<file path="config.mk">
export PLATFORM = sky130hd
export DESIGN_NAME = byte_unstriping
export DESIGN_NICKNAME = d
export VERILOG_FILES = /design/src/rtl/byte_striping_pkg.sv /design/src/rtl/lane_capture.sv /design/src/rtl/byte_unstriping.sv
export SDC_FILE = /design/constraint.sdc
export NUM_CORES = 1
export LEC_CHECK = 0
export CAP_MARGIN = 30
export CORE_ASPECT_RATIO = 1.4
export CORE_MARGIN = 4
export CORE_UTILIZATION = 45
export CTS_CLUSTER_DIAMETER = 200
export DETAILED_ROUTE_END_ITERATION = 8
export GPL_ROUTABILITY_DRIVEN = 0
export HOLD_SLACK_MARGIN = 0.15
export PLACE_DENSITY = 0.83
export SLEW_MARGIN = 20
export SYNTH_ARGS = -nofsm -noshare
export SYNTH_HDL_FRONTEND = slang
export SYNTH_SLANG_ARGS = --single-unit
</file>
<file path="constraint.sdc">
create_clock -name clk_2f -period 3.71 [get_ports clk_2f]
set_clock_uncertainty 0.15 [all_clocks]
set_input_delay 0.9275 -clock clk_2f [delete_from_list [all_inputs] [get_ports clk_2f]]
set_output_delay 0.9275 -clock clk_2f [all_outputs]
set_load 0.1 [all_outputs]
</file>
<file path="src/rtl/byte_striping_pkg.sv">
// ---------------------------------------------------------------------------
// byte_striping_pkg
//   Definitions shared by the 2-lane byte striper and its receive-side
//   unstriper:
//     DATA_W_DEF  default lane / stream word width
//     ERR_CNT_W   width of the lane-order violation counter
//     state_e     lock FSM encoding (IDLE = 0, ACTIVE = 1)
//     sat_inc     saturating increment for the error counter
// ---------------------------------------------------------------------------
package byte_striping_pkg;

  localparam int DATA_W_DEF = 32;
  localparam int ERR_CNT_W  = 8;

  typedef enum logic {
    IDLE   = 1'b0,
    ACTIVE = 1'b1
  } state_e;

  // Counter increment that holds at all-ones instead of wrapping.
  function automatic logic [ERR_CNT_W-1:0] sat_inc(input logic [ERR_CNT_W-1:0] cnt);
    return (&cnt) ? cnt : cnt + 1'b1;
  endfunction

endpackage : byte_striping_pkg

</file>
<file path="src/rtl/lane_capture.sv">
// ---------------------------------------------------------------------------
// lane_capture
//   One lane's capture register: holds a word and its valid flag.
//   Ports:
//     clk_2f   in  clock, all logic on posedge
//     reset    in  synchronous, active-high
//     load     in  capture d_valid/d_word on this edge
//     clr      in  synchronous clear (lower priority than reset, higher than load)
//     d_valid  in  lane valid
//     d_word   in  lane word
//     q_valid  out captured valid
//     q_word   out captured word
// ---------------------------------------------------------------------------
module lane_capture #(
  parameter int DATA_W = 32
) (
  input  logic              clk_2f,
  input  logic              reset,
  input  logic              load,
  input  logic              clr,
  input  logic              d_valid,
  input  logic [DATA_W-1:0] d_word,
  output logic              q_valid,
  output logic [DATA_W-1:0] q_word
);

  // NOTE: registered state is always assigned with <= so every flop samples
  // the pre-edge value of its inputs, independent of block ordering.
  always_ff @(posedge clk_2f) begin
    if (reset || clr) begin
      q_valid <= 1'b0;
      q_word  <= '0;
    end else if (load) begin
      q_valid <= d_valid;
      q_word  <= d_word;
    end
  end

endmodule : lane_capture

</file>
<file path="src/rtl/byte_unstriping.sv">
// ---------------------------------------------------------------------------
// byte_unstriping
//   Merges the two striped lanes back into one DATA_W stream at clk_2f,
//   emitting the lane_0 word and then the lane_1 word of each capture.
//   Each lane presents one word per two clk_2f cycles. The first valid_0
//   seen in IDLE fixes the capture phase; it is only re-acquired after the
//   stream has been empty for IDLE_TIMEOUT capture slots (or on reset).
//
//   Parameters:
//     DATA_W        lane and output word width
//     IDLE_TIMEOUT  consecutive empty capture slots before unlocking (>= 1)
//   Ports:
//     clk_2f     in   clock, all logic on posedge
//     reset      in   synchronous, active-high
//     valid_0    in   lane_0 word valid
//     lane_0     in   lane_0 word (even stream positions)
//     valid_1    in   lane_1 word valid
//     lane_1     in   lane_1 word (odd stream positions)
//     valid_out  out  data_out valid (registered)
//     data_out   out  merged stream word, zero when not valid (registered)
//     err_cnt    out  saturating count of lane_1-without-lane_0 captures
//
//   Build option BYTE_UNSTRIPE_ERR_EN: enables the err_cnt counter.
//   Without it err_cnt is constant zero.
// ---------------------------------------------------------------------------
module byte_unstriping
  import byte_striping_pkg::*;
#(
  parameter int DATA_W       = DATA_W_DEF,
  parameter int IDLE_TIMEOUT = 4
) (
  input  logic                 clk_2f,
  input  logic                 reset,
  input  logic                 valid_0,
  input  logic [DATA_W-1:0]    lane_0,
  input  logic                 valid_1,
  input  logic [DATA_W-1:0]    lane_1,
  output logic                 valid_out,
  output logic [DATA_W-1:0]    data_out,
  output logic [ERR_CNT_W-1:0] err_cnt
);

  localparam int TCNT_W = $clog2(IDLE_TIMEOUT + 1);

  state_e              state;
  logic                phase;
  logic [TCNT_W-1:0]   tcnt;

  logic                cap_v0, cap_v1;
  logic [DATA_W-1:0]   cap0, cap1;

  logic lock_edge;     // IDLE edge that acquires the capture phase
  logic cap_edge;      // ACTIVE phase-0 edge: emit lane_1, capture new pair
  logic load;
  logic clr;
  logic empty_slot;
  logic violation;

  assign lock_edge  = (state == IDLE) && valid_0;
  assign cap_edge   = (state == ACTIVE) && !phase;
  assign load       = lock_edge || cap_edge;
  // Keep the capture registers clean while waiting for lock.
  assign clr        = (state == IDLE) && !valid_0;
  assign empty_slot = !valid_0 && !valid_1;
  // In IDLE every edge is a candidate capture slot.
  assign violation  = valid_1 && !valid_0 && ((state == IDLE) || cap_edge);

  lane_capture #(.DATA_W(DATA_W)) u_cap_0 (
    .clk_2f  (clk_2f),
    .reset   (reset),
    .load    (load),
    .clr     (clr),
    .d_valid (valid_0),
    .d_word  (lane_0),
    .q_valid (cap_v0),
    .q_word  (cap0)
  );

  lane_capture #(.DATA_W(DATA_W)) u_cap_1 (
    .clk_2f  (clk_2f),
    .reset   (reset),
    .load    (load),
    .clr     (clr),
    .d_valid (valid_1),
    .d_word  (lane_1),
    .q_valid (cap_v1),
    .q_word  (cap1)
  );

  // NOTE: every control and output register has an explicit reset value so
  // a reset mid-stream leaves no stale word that could leak out afterwards.
  always_ff @(posedge clk_2f) begin
    if (reset) begin
      state     <= IDLE;
      phase     <= 1'b0;
      tcnt      <= '0;
      valid_out <= 1'b0;
      data_out  <= '0;
    end else begin
      case (state)
        IDLE: begin
          valid_out <= 1'b0;
          data_out  <= '0;
          tcnt      <= '0;
          if (valid_0) begin
            state <= ACTIVE;
            phase <= 1'b1;
          end
        end

        ACTIVE: begin
          if (phase) begin
            valid_out <= cap_v0;
            data_out  <= cap_v0 ? cap0 : '0;
            phase     <= 1'b0;
          end else begin
            // The lane_1 word goes out even on the edge that times out,
            // so nothing already captured is dropped.
            valid_out <= cap_v1;
            data_out  <= cap_v1 ? cap1 : '0;
            phase     <= 1'b1;
            if (empty_slot) begin
              if (tcnt == TCNT_W'(IDLE_TIMEOUT - 1)) begin
                state <= IDLE;
                phase <= 1'b0;
                tcnt  <= '0;
              end else begin
                tcnt <= tcnt + 1'b1;
              end
            end else begin
              tcnt <= '0;
            end
          end
        end

        default: begin
          state <= IDLE;
          phase <= 1'b0;
        end
      endcase
    end
  end

`ifdef BYTE_UNSTRIPE_ERR_EN
  always_ff @(posedge clk_2f) begin
    if (reset) begin
      err_cnt <= '0;
    end else if (violation) begin
      err_cnt <= sat_inc(err_cnt);
    end
  end
`else
  assign err_cnt = '0;
  logic unused_err;
  assign unused_err = violation;
`endif

endmodule : byte_unstriping
</file>
; ---- Word-level counts from Yosys, hierarchy flattened
; Cells that the tools add are included.
[classes]
mux = 18
eq_ne = 3
bitwise = 1
n_reduce_logical = 9
add_sub_neg = 1
[ops]
columns = cell, n
row1 = 32-bit two-way mux, 3
row2 = 32-bit one-hot mux with 2 select lines, 1
row3 = 3-bit two-way mux, 3
row4 = 1-bit two-way mux, 7
row5 = 1-bit one-hot mux with 2 select lines, 3
row6 = 3-bit one-hot mux with 2 select lines, 1
row7 = 1-bit logical AND, 4
row8 = "2-bit inequality test, second input constant", 2
row9 = "3-bit by 1-bit adder with 3-bit output, second input constant", 1
row10 = "3-bit by 2-bit equality test with 1-bit output, second input constant", 1
row11 = 1-bit logical NOT, 3
row12 = 1-bit logical OR, 2
row13 = 1-bit NOT, 1
[word_totals]
word_cells = 41
ff_bits = 104
output_inout_bits = 41

; ---- Logic depth before layout (Yosys ltp)
[depth]
word_depth = 5
ltp_mapped = 5
mapped_depth_nobuf = 4

; ---- Modules after synthesis
; From an unflattened synthesis, not the netlist that was laid out.
[unflattened]
cells_unflattened = 365
hier_area_um2 = 3867.5
[by_module_without_submodules]
columns = module, cells_per_inst, seq_area_each_um2, n_inst, area_per_inst_um2
row1 = lane_capture, 108, 660.6, 2, 1218.7
row2 = byte_unstriping, 149, 760.7, 1, 1430.1

; ---- Worst setup path after synthesis
; Ideal clock, no wire load.
[synth_timing]
kind = reg-to-output
startpoint = reg data_out[0]
endpoint = out data_out[0]
slack_ps = 1724
t_arrival_ps = 909
stages_incl_launch_ff = 1
cell_sequence = dfxtp_1
[synth_lines]
columns = item, line
row1 = "start, declared", byte_unstriping.sv:39  ; output logic [DATA_W-1:0] data_out,
row2 = "start signal, assigned", byte_unstriping.sv:114  ; data_out <= cap_v0 ? cap0 : '0;
row3 = "start signal, assigned", byte_unstriping.sv:120  ; data_out <= cap_v1 ? cap1 : '0;
; No word-level cell between the ends.

; ---- Final worst setup path
[layout_timing]
startpoint = in valid_0
endpoint = reg u_cap_0.q_word[4]
[layout_between]
elab_chain_cells = 3
elab_cells_between_ends = 5
cone_classes = reduce/logical (5)
[layout_lines]
columns = item, line
row1 = "start, declared", byte_unstriping.sv:34  ; input logic valid_0,
row2 = 1-bit logical NOT, n/a
row3 = 1-bit logical AND, byte_unstriping.sv:63  ; assign clr = (state == IDLE) && !valid_0;
row4 = 1-bit logical OR, lane_capture.sv:30  ; if (reset || clr) begin
row5 = "end signal, assigned", lane_capture.sv:35  ; q_word <= d_word;
row6 = "end, declared", lane_capture.sv:24  ; output logic [DATA_W-1:0] q_word
; Parallel ways exist; a longest one is shown, timed or not.
; A chain may end at the register's enable or synchronous reset.

==> flow_metrics.env <==
export IMPL_fin_crit_sh_pct=61.0
export IMPL_setup_viol=0
export IMPL_cp_start_kind="primary input"
export IMPL_drive_gt1_share_pct=29.3
export IMPL_cts_root_buf="clkbuf_8"
export IMPL_cts_resized=0
export IMPL_grt_pass1_vias=2776
export IMPL_cts_made_buffers=9
export IMPL_placedCellCount=477
export IMPL_worstPathRequired_ns=3.86
export IMPL_power_w=0.00232
export IMPL_reg2reg_slack_ns=1.93
export IMPL_grt_max_degree=54
export IMPL_pin_count=109
export IMPL_leakage_nw=1.80
export IMPL_cts_tree="yes"
export IMPL_drtIter0Drc=169
export IMPL_endpoint_kind="register"
export IMPL_synth_edff_count=0
export IMPL_row_count=38
export IMPL_yosysWarnings=0
export IMPL_antenna_left=0
export IMPL_ctsHoldBuffers=0
export IMPL_ir_worst_vdd_uv=306
export IMPL_wl_um=8420
export IMPL_placed_cell_area_um2=4500
export IMPL_ys_flop_type="dfxtp_1"
export IMPL_async_flop_share_pct=0
export IMPL_critPathLaunch="valid_0"
export IMPL_period_needed_ns=2.26
export IMPL_grt_util_all_layers_pct=17.4
export IMPL_io_buffers=100
export IMPL_htree_num_levels=3
export IMPL_status="finished, final reports clean"
export IMPL_synth_largest_area_cell="dfxtp_1"
export IMPL_avgViaCountPerCell=5.64
export IMPL_grt_ovfl_total=0
export IMPL_fp_dieArea_um2=9490
export IMPL_maxSlewHeadroom_pct=61.1
export IMPL_synth_seq_area_share_pct=58.0
export IMPL_core_area_um2=7750
export IMPL_min_path_type="reg -> reg"
export IMPL_die_y_um=114
export IMPL_yosysMostFrequentCell="dfxtp_1"
export IMPL_arrival_ns=2.42
export IMPL_die_x_um=83.5
export IMPL_areaGrowthSynthToFinish_pct=31.9
export IMPL_vias=2781
export IMPL_worstPathMaxFanout=53
export IMPL_finalSetupTns_ns=0
export IMPL_cts_reportedPaths_clkPinSlew_ns=0.09
export IMPL_yosysTopAreaCellShare_pct=58.0
export IMPL_drt_pass1_iter_count=4
export IMPL_avgSynthCellArea_um2=11.8
export IMPL_syn_inst=304
export IMPL_achievable_frequency_ghz=0.442
export IMPL_post_cts_setup_buffer_count=0
export IMPL_finalNonFillerCells=493
export IMPL_power_density_nw_per_um2=491
export IMPL_antenna_found_initial=0
export IMPL_max_slew_worst_pin_slew_ns=0.581
export IMPL_worst_skew_pair_late_latency_ns=0.35
export IMPL_drv_cap=0
export IMPL_yosysUniqueCellTypes=26
export IMPL_grt_first_pass_wirelength_um=13200
export IMPL_place_detailed_hpwl_um=5630
export IMPL_min_from="u_cap_0.q_valid"
export IMPL_initial_core_util_pct=46.3
export IMPL_stdcell_area_um2=4740
export IMPL_synthTopCellsByCount="dfxtp_1, o221a_2, nor2_1, a22oi_1, buf_4"
export IMPL_worst_setup_path_type="in -> reg"
export IMPL_wire_per_inst_um=17.1
export IMPL_antenna_cells=0
export IMPL_cts_sinks=104
export IMPL_rsz0062_at_grt="no"
export IMPL_clock_path_buffers=2
export IMPL_ys_seq_elements=104
export IMPL_layout_nets=457
export IMPL_hold_viol_final=0
export IMPL_r2r_start="phase"
export IMPL_slew_viol_final=0
export IMPL_drc_errors=0
export IMPL_yosys_top_cells_area="dfxtp_1, o221a_2, a22oi_1, buf_4, nor2_1"
export IMPL_synth_area_um2=3590
## routing by layer
layer | share of wire, % | vias up | GRT usage, %
met4 | 3.5 | 0 | 9.44
met3 | 6.1 | 24 | 5.13
met5 | 0 | - | 0
li1 | - | 1318 | -
met2 | 50 | 104 | 29.1
met1 | 40 | 1335 | 19.9
## report_power, final
part | switching (W) | leakage [nW] | internal [W]
Clock | 0.000379 | 0.118 | 0.000423
Combinational | 0.000166 | 0.824 | 0.000140
Sequential | 0.0000362 | 0.855 | 0.00118
Total | 0.000581 | 1.80 | 0.00174
## placed cells by master, fill, tap and decap left out, types with 3 or more instances in the layout
cell	count
nor2_1	38
a22oi_1	32
nand2_1	3
o221a_1	10
clkbuf_8	11
o221a_2	55
dfxtp_1	104
conb_1	8
clkdlybuf4s50_1	67
buf_4	39
## final timing paths
check | to | cells past startpoint
hold reg to reg | u_cap_0.q_valid | 2
setup / recovery | u_cap_0.q_word[4] | 4
hold / removal | u_cap_0.q_valid | 2
setup reg to reg | data_out[1] | 4
## through the flow
step / hold WS [ns] / utilization [%] / setup slack [ns]
2_1_floorplan: 0.271 / - / 1.72
3_3_place_gp: 0.296 / 58.0 / 1.14
3_5_place_dp: 0.300 / 58.0 / 1.09
4_1_cts: 0.314 / 61.1 / 1.47
5_1_grt: 0.332 / 61.1 / 1.39
6_report: 0.314 / 61.1 / 1.45
## critical path, stage by stage
cell and delay [ns]:
clkdlybuf4s50_1 0.53, o21ai_4 0.40, buf_12 0.29, o221a_2 0.23
## kinds of logic (layout without fill, tap and decap cells)
kind of cell / after synthesis / after routing / synth area share [%]
simple gates: 52 / 52 / 6.24
flops: 104 / 104 / 58.0
compound gates: 104 / 104 / 28.3
fa+ha+maj: 1 / 1 / 0.348
buf+inv: 42 / 124 / 6.97
other cells: 1 / 8 / 0.104
## state kept, by name, indices dropped and copies added, names as in the netlist
signal,cells
data_out,32
u_cap_0.q_word,32
valid_out,1
tcnt,3
u_cap_1.q_valid,1
u_cap_1.q_word,32
u_cap_0.q_valid,1
state,1
phase,1
## final cells by class
class / instances / area, um2
clock buffer: 11 / 151
inverter: 1 / 3.75
clock inverter: 5 / 87.6
fill: 638 / 3010
sequential: 104 / 2080
timing repair buffer: 107 / 983
tap: 100 / 125
multi-input combinational: 165 / 1300
No activity file was read; power rests on OpenSTA's default activity.
